===== src/rtl/register_file.sv =====
// Architectural register file: 32 x WORD_SIZE registers, two registered read ports
// with same-cycle writeback bypass, and a pending-write scoreboard driving hazard.
module register_file #(
  parameter int WORD_SIZE = 32,
  parameter int NUM_REGS  = 32
) (
  input  logic                 clock,
  input  logic                 reset_n,
  input  logic [WORD_SIZE-1:0] write_data,
  input  logic [4:0]           write_addr,
  input  logic                 write_enable,
  input  logic                 rd_en,
  input  logic [4:0]           rs1_addr,
  input  logic [4:0]           rs2_addr,
  output logic [WORD_SIZE-1:0] rs1_data,
  output logic [WORD_SIZE-1:0] rs2_data,
  input  logic                 issue_valid,
  input  logic [4:0]           issue_rd,
  output logic                 hazard,
  output logic [31:0]          busy_mask
);

  logic [WORD_SIZE-1:0] r_regs [NUM_REGS];
  logic [31:0]          r_busy;
  logic [WORD_SIZE-1:0] r_rs1Data;
  logic [WORD_SIZE-1:0] r_rs2Data;

  logic                 w_byp1;
  logic                 w_byp2;
  logic                 w_blk1;
  logic                 w_blk2;
  logic                 w_hazard;
  logic [WORD_SIZE-1:0] w_rd1Val;
  logic [WORD_SIZE-1:0] w_rd2Val;
  logic [31:0]          w_busyNext;

  // A writeback landing this cycle is forwarded so decode never sees the stale value.
  assign w_byp1 = write_enable && (write_addr == rs1_addr) && (rs1_addr != 5'd0);
  assign w_byp2 = write_enable && (write_addr == rs2_addr) && (rs2_addr != 5'd0);

  always_comb begin
    w_rd1Val = r_regs[rs1_addr];
    if (rs1_addr == 5'd0) begin
      w_rd1Val = '0;
    end else if (w_byp1) begin
      w_rd1Val = write_data;
    end
  end

  always_comb begin
    w_rd2Val = r_regs[rs2_addr];
    if (rs2_addr == 5'd0) begin
      w_rd2Val = '0;
    end else if (w_byp2) begin
      w_rd2Val = write_data;
    end
  end

  assign w_blk1   = r_busy[rs1_addr] && !w_byp1;
  assign w_blk2   = r_busy[rs2_addr] && !w_byp2;
  assign w_hazard = rd_en && (w_blk1 || w_blk2);

  // Set is applied after clear so a new producer keeps the register busy.
  always_comb begin
    w_busyNext = r_busy;
    if (write_enable) begin
      w_busyNext[write_addr] = 1'b0;
    end
    if (issue_valid && (issue_rd != 5'd0)) begin
      w_busyNext[issue_rd] = 1'b1;
    end
    w_busyNext[0] = 1'b0;
  end

  always_ff @(posedge clock or negedge reset_n) begin
    if (!reset_n) begin
      for (int i = 0; i < NUM_REGS; i++) begin
        r_regs[i] <= '0;
      end
    end else if (write_enable && (write_addr != 5'd0)) begin
      r_regs[write_addr] <= write_data;
    end
  end

  always_ff @(posedge clock or negedge reset_n) begin
    if (!reset_n) begin
      r_rs1Data <= '0;
      r_rs2Data <= '0;
    end else if (rd_en && !w_hazard) begin
      r_rs1Data <= w_rd1Val;
      r_rs2Data <= w_rd2Val;
    end
  end

  always_ff @(posedge clock or negedge reset_n) begin
    if (!reset_n) begin
      r_busy <= '0;
    end else begin
      r_busy <= w_busyNext;
    end
  end

  assign rs1_data  = r_rs1Data;
  assign rs2_data  = r_rs2Data;
  assign hazard    = w_hazard;
  assign busy_mask = r_busy;

endmodule


===== config.mk =====
export PLATFORM = sky130hd
export DESIGN_NAME = register_file
export DESIGN_NICKNAME = d
export VERILOG_FILES = /design/src/rtl/register_file.sv
export SDC_FILE = /design/constraint.sdc
export NUM_CORES = 2
export LEC_CHECK = 0
export ABC_AREA = 0
export ABC_CLOCK_PERIOD_IN_PS = 5010
export CAP_MARGIN = 10
export CORE_MARGIN = 5
export CORE_UTILIZATION = 45
export DETAILED_ROUTE_END_ITERATION = 12
export PLACE_DENSITY = 0.65
export SYNTH_ARGS = -nofsm -noshare
export SYNTH_HDL_FRONTEND = slang
export SYNTH_SLANG_ARGS = --single-unit

===== constraint.sdc =====
create_clock -name clock -period 5.01 [get_ports clock]
set_input_delay 1.2525 -clock clock [delete_from_list [all_inputs] [get_ports clock]]
set_output_delay 1.2525 -clock clock [all_outputs]
set_load 0.01 [all_outputs]

==> impl_results.md <==
- Initial Util: 0.453
- Mapped Nets: 4170
- CTS clk-pin slew, worst paths: 60 ps
- HP Class: register to register
- Per-cell routed wire length: 31.6 um
- DIE WIDTH: 371 um
- Mapped Cells: 4113
- Remaining antenna violation count: 0
- Yosys cell types: 53
- Via Count: 38932
- Share of cells above drive strength 1: 0.437
- Overall Global Routing Usage: 0.272
- Final Hold Violating Endpoints: 0
- # rows: 132
- Area Overhead vs Synth: 13.1%
- Ports: 154
- Worst path bufs/invs: 3
- Hold_sp: r_regs[1012]$_DFFE_PN0P_
- Critical Path Fanout Max: 3
- Core area: 0.129 mm2
- RD Place Congestion: 0.828
- First-pass GRT wire length: 278 mm
- Die Area: 0.138 mm2
- Max cap viols: 0
- Reg-to-reg setup timing slack: 2360 ps
- CP Launch Type: input pin
- Max transition margin: 0.188
- Setup Viol. Count Final: 0
- Setup TNS Final: 0 ps
- Post-Synthesis Cell Area: 0.0587 mm2
- Setup slack after layout: 51.6 ps
- Main synth FF type: dfrtp_1
- Leakage: 28.8 nW
- CP top delay family: buffers and inverters
- Worst r2r path cells: 7
- Root Buffer: clkbuf_16
- Fillcell total: 10959
- Least-Margin Pin Slew: 1210 ps
- Worst r2r src: busy_mask[19]$_DFF_PN0_
- Synth Warn #: 0
- Worst path cell trace: clkdlybuf4s50_1 > inv_2 > nand2_4 > or4_2 > nor3b_4 > o21bai_2 > a21boi_0 > clkdlybuf4s50_1
- Grt total ovfl: 0
- WP data required: 3760 ps
- DRT iter0 DRCs: 3701
- Detailed-route DRC error count: 0
- Final count of pins violating max slew: 0
- CTS tree: yes
- FF+latch count, synth: 1119
- DP Worst Slack: 59.3 ps
- Critical path endpoint category: primary output
- Antenna violations before repair: 4
- Post-synth EDFFs: 0
- RSZ-0062 raised after global routing: false
- Period utilization: 0.990
- Peak VDD IR: 284 uV
- Avg Cell Area, Syn: 14.3 um2
- DR pass1 iterations: 7
- # clock sinks: 1119
- Fin util: 0.513
- Most common cell after layout, fill and taps aside: dfrtp_1
- DR vias/cell: 6.56
- PortBufs: 152
- Fin crit period: 4960 ps
- Logic depth of the worst setup path including buffers: 8
- CTS Hold Bufs: 0
- CP Class: input pin to primary output
- Setup Skew: 28.6 ps
- Status: completed
- Largest net degree at the start of global routing: 122
- CTS Buf Count: 120
- Worst Setup SP: rs2_addr[3]
- Worst r2r dst: rs2_data[28]$_DFFE_PN0P_
- H-tree Lvls: 3
- Worst path max stage delay: 590 ps
- Ys async rst share: 1.00
- PwrDens: 411 mW/mm2
- Drt total wl: 187 mm
- CP arrival: 3710 ps
- Buffers from clock root to sink, at most: 3
- Chip Height: 371 um
- Crit-path slowest cell: clkdlybuf4s50_1
- Sequential share of the synthesized area: 0.477
- Crit path to: hazard
- Final nets: 4148
- DP Wirelength: 105 mm
- Post_cts resized: 0
- Max Clk Rate: 0.202 GHz
- Most frequent cells in the layout: dfrtp_1, mux2_2, mux4_2
- Cell mode on critical path: clkdlybuf4s50_1
- Skew-Pair Late Insertion Delay: 720 ps
- Number of setup buffers added after CTS: 0
- Vias in the first global route: 40012
[worst min-delay path by stage]
| stage | endpoint | slack, ps | depth (start not counted) |
|---|---|---|---|
| 4_1_cts | r_regs[1020]$_DFFE_PN0P_ | 400 | 0 |
| 3_5_place_dp | r_regs[996]$_DFFE_PN0P_ | 380 | 0 |
| 2_1_floorplan | r_regs[1000]$_DFFE_PN0P_ | 440 | 1 |
| 3_3_place_gp | r_regs[1010]$_DFFE_PN0P_ | 380 | 0 |
| 5_1_grt | r_regs[992]$_DFFE_PN0P_ | 410 | 0 |
| 6_report | r_regs[1012]$_DFFE_PN0P_ | 400 | 0 |
[synth_stat cells (27+ instances only)]
cell,instances,share of area
a221oi_1,56,0.0084
a22oi_1,67,0.0086
buf_1,37,0.0024
buf_2,108,0.0092
clkbuf_1,266,0.017
dfrtp_1,1119,0.48
inv_1,73,0.0047
mux2_2,1017,0.20
mux2i_1,311,0.053
mux4_2,389,0.15
nand2_1,27,0.0017
nor2_1,69,0.0044
o211ai_1,61,0.0078
o21ai_0,117,0.010
o221ai_1,68,0.010
o22ai_1,174,0.019
[layout make-up]
class | count | area [um2] | share of cell area
multi-input combinational | 2456 | 28500 | 0.429
sequential | 1119 | 28000 | 0.422
clock buffer | 186 | 3650 | 0.0550
timing repair buffer | 319 | 3310 | 0.0498
tap | 1742 | 2180 | 0.0328
clock inverter | 35 | 490 | 0.00739
inverter | 75 | 283 | 0.00426
antenna | 1 | 2.50 | 0.0000377
[registers in the layout, indices dropped and copies added, names as in the netlist]
| register | flops |
|---|---|
| rs2_data | 32 |
| busy_mask | 31 |
| r_regs | 1024 |
| rs1_data | 32 |
[worst register-to-register path: stages (launching register included)]
cell and delay [ps]:
dfrtp_1 450, mux4_2 500, o2111ai_1 200, o311ai_1 140, o21bai_2 210, nand3_4 390
buf_4 450, mux2i_1 170
[routing by layer]
layer | share of wire | wire (um) | vias to the layer above | global-route usage
li1 | - | - | 15831 | -
met1 | 0.40 | 75100 | 20945 | 0.361
met2 | 0.48 | 90200 | 1693 | 0.444
met3 | 0.076 | 14200 | 461 | 0.0518
met4 | 0.042 | 7940 | 2 | 0.106
met5 | 0.000064 | 12 | - | 0
[report_power, final]
group          internal (mW)  switching (mW)  total [mW]
Clock                   5.51            3.76        9.26
Combinational           3.40            2.32        5.72
Sequential              10.9            1.39        12.3
Total                   19.8            7.47        27.3
[logic make-up after synthesis]
| logic type | share of synthesized area |
|---|---|
| simple gates | 0.0128 |
| mux | 0.398 |
| buf+inv | 0.0428 |
| xor+xnor | 0.00149 |
| other cells | 0.0000639 |
| compound gates | 0.0682 |
| flops | 0.477 |
[metrics by stage]
stage	area (um2)	power, mW	hold WS (ps)	std cells
3_3_place_gp	62200	17.9	376	5711
4_1_cts	66400	27.4	396	5932
3_5_place_dp	62200	18.1	382	5711
5_1_grt	66400	28.4	406	5933
6_report	66400	27.3	395	5933
2_1_floorplan	58700	16.0	441	4113
No activity file was read; power rests on OpenSTA's default activity.
